--- src/rtl/iq_ctrl.sv ---
`default_nettype none
// ============================================================================
// Module   : iq_ctrl
// Purpose  : Instruction-queue sequencing controller. Turns fetch/decode
//            handshakes into queue action codes, tracks occupancy and
//            in-flight fetches, drains on flush and drops stale responses.
// Options  : IQ_CTRL_FULL_PASSTHRU_EN - full queue may enqueue while dequeuing
// Revision : 1.0 - initial release
// ============================================================================
module iq_ctrl #(
    parameter int DEPTH           = 6,
    parameter int MAX_OUTSTANDING = 4
) (
    input  logic                         clk,
    input  logic                         rst,
    input  logic                         fetch_req,
    output logic                         fetch_req_ok,
    input  logic                         fetch_valid,
    input  logic [31:0]                  fetch_inst,
    output logic                         fetch_ready,
    output logic                         deq_valid,
    output logic [31:0]                  deq_inst,
    input  logic                         deq_ready,
    input  logic                         flush,
    output logic                         draining,
    output logic [$clog2(DEPTH+1)-1:0]   count,
    output logic [1:0]                   q_action,
    output logic [31:0]                  q_inst_in,
    input  logic [31:0]                  q_inst_out,
    input  logic                         q_empty,
    input  logic                         q_full
);

    localparam int c_CNT_W = $clog2(DEPTH + 1);
    localparam int c_OUT_W = $clog2(MAX_OUTSTANDING + 1);

    localparam logic [c_CNT_W-1:0] c_CNT_ONE = c_CNT_W'(1);
    localparam logic [c_OUT_W-1:0] c_OUT_ONE = c_OUT_W'(1);
    localparam logic [c_OUT_W-1:0] c_OUT_MAX = c_OUT_W'(MAX_OUTSTANDING);

    localparam logic [0:0] c_RUN   = 1'b0;
    localparam logic [0:0] c_DRAIN = 1'b1;

    logic [0:0]         r_state;
    logic [c_CNT_W-1:0] r_count;
    logic [c_OUT_W-1:0] r_outstanding;
    logic [c_OUT_W-1:0] r_discard;

    logic               w_discarding;
    logic               w_deq_valid;
    logic               w_deq;
    logic               w_enq;
    logic               w_drain_deq;
    logic               w_fetch_ready;
    logic               w_resp;
    logic [c_OUT_W-1:0] w_out_next;

    always_comb begin
        w_discarding = (r_discard != '0);
        w_deq_valid  = rst && !flush && (r_state == c_RUN) && !q_empty;
        w_deq        = w_deq_valid && deq_ready;
        w_drain_deq  = rst && !flush && (r_state == c_DRAIN);

        // Stale responses are always accepted so the fetch unit never stalls on them
        if (!rst)
            w_fetch_ready = 1'b0;
        else if (flush || w_discarding)
            w_fetch_ready = 1'b1;
        else if (r_state == c_DRAIN)
            w_fetch_ready = 1'b0;
        else
`ifdef IQ_CTRL_FULL_PASSTHRU_EN
            w_fetch_ready = !q_full || w_deq;
`else
            w_fetch_ready = !q_full;
`endif

        w_enq  = rst && !flush && (r_state == c_RUN) && fetch_valid &&
                 w_fetch_ready && !w_discarding;
        w_resp = fetch_valid && w_fetch_ready;

        w_out_next = r_outstanding;
        if (fetch_req && !w_resp && (r_outstanding != c_OUT_MAX))
            w_out_next = r_outstanding + c_OUT_ONE;
        else if (!fetch_req && w_resp && (r_outstanding != '0))
            w_out_next = r_outstanding - c_OUT_ONE;
    end

    assign q_action     = {w_deq || w_drain_deq, w_enq};
    assign q_inst_in    = fetch_inst;
    assign deq_valid    = w_deq_valid;
    assign deq_inst     = q_inst_out;
    assign fetch_ready  = w_fetch_ready;
    assign draining     = rst && (r_state == c_DRAIN);
    assign fetch_req_ok = rst && (r_state == c_RUN) && (r_outstanding < c_OUT_MAX);
    assign count        = r_count;

    always_ff @(posedge clk or negedge rst) begin
        if (!rst) begin
            r_state       <= c_RUN;
            r_count       <= '0;
            r_outstanding <= '0;
            r_discard     <= '0;
        end else begin
            r_outstanding <= w_out_next;
            if (flush) begin
                // Everything still in flight after this edge belongs to the squashed path
                r_discard <= w_out_next;
                r_state   <= (r_count != '0) ? c_DRAIN : c_RUN;
            end else begin
                if (w_discarding && w_resp)
                    r_discard <= r_discard - c_OUT_ONE;
                if (r_state == c_DRAIN) begin
                    if (r_count != '0)
                        r_count <= r_count - c_CNT_ONE;
                    if (r_count <= c_CNT_ONE)
                        r_state <= c_RUN;
                end else begin
                    case ({w_deq, w_enq})
                        2'b01:   r_count <= r_count + c_CNT_ONE;
                        2'b10:   r_count <= r_count - c_CNT_ONE;
                        default: r_count <= r_count;
                    endcase
                end
            end
        end
    end

`ifndef SYNTHESIS
    always @(posedge clk) begin
        if (rst) begin
            assert ((r_count == '0) == q_empty);
            assert ((r_count == c_CNT_W'(DEPTH)) == q_full);
            assert (!(q_action[1] && q_empty));
`ifdef IQ_CTRL_FULL_PASSTHRU_EN
            assert (!(q_action == 2'b01 && q_full));
`else
            assert (!(q_action[0] && q_full));
`endif
        end
    end
`endif

endmodule
`default_nettype wire

--- config.mk ---
export PLATFORM = sky130hd
export DESIGN_NAME = iq_ctrl
export DESIGN_NICKNAME = d
export VERILOG_FILES = /design/src/rtl/iq_ctrl.sv
export SDC_FILE = /design/constraint.sdc
export NUM_CORES = 1
export LEC_CHECK = 0
export CORE_MARGIN = 2
export CORE_UTILIZATION = 26
export DETAILED_ROUTE_END_ITERATION = 8
export PLACE_DENSITY = 0.87
export SETUP_SLACK_MARGIN = 0.4
export SLEW_MARGIN = 20
export SYNTH_ARGS = -nofsm -noshare
export SYNTH_HDL_FRONTEND = slang
export SYNTH_SLANG_ARGS = --single-unit
--- constraint.sdc ---
create_clock -name clk -period 1.9 [get_ports clk]
set_input_delay 0.38 -clock clk [delete_from_list [all_inputs] [get_ports clk]]
set_output_delay 0.38 -clock clk [all_outputs]
set_load 0.01 [all_outputs]
==> flow_metrics.tcl <==
set metrics [dict create \
    dp_hpwl_um 2000 \
    pwr-share-comb_pct 63.5 \
    drc 0 \
    overflow 0 \
    initialDrtViolationCount 41 \
    grt_usage_pct 8.93 \
    htreeDepth 1 \
    route.met2.wl_um 1580 \
    place.gp.congestion 0.851 \
    fmax_ghz 0.554 \
    cts_hold_buf 0 \
    port-buffer-count 16 \
    vias_per_cell 4.52 \
    synthesis.nets 238 \
    antenna_found_initial 0 \
    detailedPlace.worstSlack_ns -0.466 \
    synth_cell_type_count 44 \
    diodes 0 \
    p_int_mw 1.21 \
    final_common_cell "buf_4" \
    tritoncts "done" \
    ant_nets 0 \
    clock_skew_ns 0.000541 \
    wl_um 2920 \
    multi_input_area_um2 732 \
    cpMaxStageDelayCell "o311a_4" \
    num_vias 926 \
    clockRootBuffer "clkbuf_8" \
    p_sw_uw 831 \
    yosysWarnings 0 \
    tightest_slew_ns 0.336 \
    synth-seq-cells 10 \
    routedWlPerCell_um 14.2 \
    io_pins 145 \
    finalHoldViolCount 0 \
    critPathBufInv 2 \
    synth_seq_area_share_pct 18.2 \
    syn_inst 157 \
    r2r_setup_slack_ns 0.10 \
    numCtsBuffers 3 \
    grt_setup_unrepaired "yes" \
    synth_async_sr_flop_share_pct 100 \
    power_mw 2.05 \
    n_fill_cell 536 \
    clk-insertion-delay-late_ns 0.24 \
    die_w_um 76.8 \
    cts.sinks 10 \
    highest-signal-layer "met4" \
    core_um2 5110 \
    grt_max_degree 12 \
    die_h_um 76.8 \
    cp.required_ns 2.03 \
    cts_buffer_depth 2 \
    crit_path_max_fanout 7 \
    synth-main-ff-cell "dfrtp_1" \
    syn_area_per_cell_um2 8.77 \
    p_seq_share_pct 23.1 \
    critPathArrivalTime_ns 1.93 \
    path_cells "dlygate4sd2_1, buf_4, o311a_4, mux2i_1, a221o_1, o21a_1" \
    layout_common_cells "23 x buf_4, 8 x ha_1, 7 x dfrtp_1, 7 x dlygate4sd2_1" \
    netlist_area_um2 1380 \
    die_area_um2 5890 \
    switching_share_pct 40.6 \
    outcome "finished clean" \
    cp-start-kind "primary input" \
    worst_slack_ns 0.0941 \
    grt_pass1_vias 881 \
    drive_gt1_share_pct 49.6 \
    layout.nets 217 \
    power_frac_clock_pct 13.4 \
    p_leak_nw 0.667 \
    m1WireLength_um 1100 \
    grt_pass1_wl_um 4210 \
    min_period_ns 1.81 \
    crit_family "compound AO/OA/AOI/OAI gates" \
    clk_pin_slew_worst_paths_ns 0.05 \
    met3_length_um 195 \
    seqCellArea_um2 254 \
    crit_type "primary input to register" \
    fin_crit_sh_pct 95.0 \
    initial_core_util_pct 26.9 \
    slew_headroom_pct 77.6 \
    holdCritPathClass "primary input to async pin" \
    area_delta_synth_final_pct 10.9 \
    slew_violations 0 \
    ir_worst_vdd_uv 399 \
    setup_violations 0 \
    drtPass1Iterations 4 \
    critPathMaxStageDelay_ns 0.40 \
    drv_cap 0 \
    powerDensity_nw_per_um2 1340 \
    synth_edf_count 0 \
    rows 26 \
    critPathCaptureType "register" \
]
per-layer routing:
| layer | GRT usage (%) | up-vias |
|---|---|---|
| met3 | 3.76 | 12 |
| li1 | - | 419 |
| met5 | 0 | - |
| met4 | 4.00 | 0 |
| met1 | 9.27 | 457 |
| met2 | 15.6 | 38 |
repair_timing:
item,CTS,global route
endpoints found under the hold margin,0,0
setup endpoints to repair,18,15
pin swaps,9,7
setup buffers,4,6
gates resized for setup,46,17
metrics by stage:
stage                     instance area, um^2  instances  hold slack [ns]  setup TNS, ns  utilization [%]
after floorplan                          1410        157           0.0844              0                -
after CTS                                1390        199            0.372              0             27.2
after detailed placement                 1260        191            0.537          -4.99             24.7
final                                    1530        205            0.418              0             29.9
after global placement                   1260        191            0.537          -4.11             24.7
after global routing                     1530        205            0.430       -0.00646             29.9
sequential cells by signal (all words and copies together) (netlist names):
signal	cells
count	3
r_discard	3
r_outstanding	3
r_state	1
power by group through the flow:
stage | registers, mW | logic (mW) | clock network (mW)
after global routing | 0.498 | 1.41 | 0.286
final | 0.473 | 1.30 | 0.273
after detailed placement | 0.457 | 0.975 | 0
after floorplan | 0.433 | 0.769 | 0
after CTS | 0.458 | 1.07 | 0.281
after global placement | 0.447 | 0.943 | 0
worst paths after layout:
kind                               endpoint    startpoint  cells past startpoint
setup / recovery               r_discard[2]         flush                      6
hold / removal                 r_discard[0]           rst                      3
setup reg to reg               r_discard[2]  r_discard[1]                      7
hold reg to reg                    count[0]      count[0]                      1
max in group asynchronous  r_outstanding[1]           rst                      3
min in group clk                   count[0]      count[0]                      1
cell usage after synthesis (2+ instances only):
cell,instances,area [um^2]
nor3_1,2,10.0
nor3b_1,2,15.0
o21ai_0,4,20.0
inv_1,8,30.0
dfrtp_1,10,250
a31oi_1,2,12.5
a211oi_1,2,15.0
o21a_1,2,15.0
and2_1,2,12.5
xnor2_1,5,43.8
buf_4,66,495
nor2b_1,2,12.5
nand2_1,3,11.3
a21oi_1,2,10.0
and3_1,2,12.5
ha_1,9,113
nor2_1,6,22.5
nand2b_1,2,12.5
cell type report:
| class | instances | share of cell area (%) |
|---|---|---|
| multi-input cells | 70 | 48.0 |
| repair buffers | 43 | 24.1 |
| flip-flops and latches | 10 | 16.6 |
| well taps | 70 | 5.74 |
| clock buffers | 4 | 3.61 |
| inverters | 8 | 1.97 |
worst register-to-register path, delay by kind of cell, from the launching register on:
kind	cells	cell delay [ns]
adders and majority gates	1	0.17
muxes	1	0.12
DFF	1	0.38
buffers and inverters	1	0.08
and+or+nand+nor	1	0.07
AOI/OAI and AO/OA	3	0.86
cell families after synthesis:
| logic type | after synthesis | synth area share [%] |
|---|---|---|
| XOR/XNOR | 6 | 3.82 |
| multiplexers | 1 | 0.727 |
| AND/OR/NAND/NOR | 29 | 13.8 |
| flip-flops | 10 | 18.2 |
| buffers and inverters | 77 | 39.6 |
| AO/OA/AOI/OAI | 25 | 15.6 |
| adder cells (fa/ha/maj) | 9 | 8.18 |
Power figures use the tool's default switching activity.
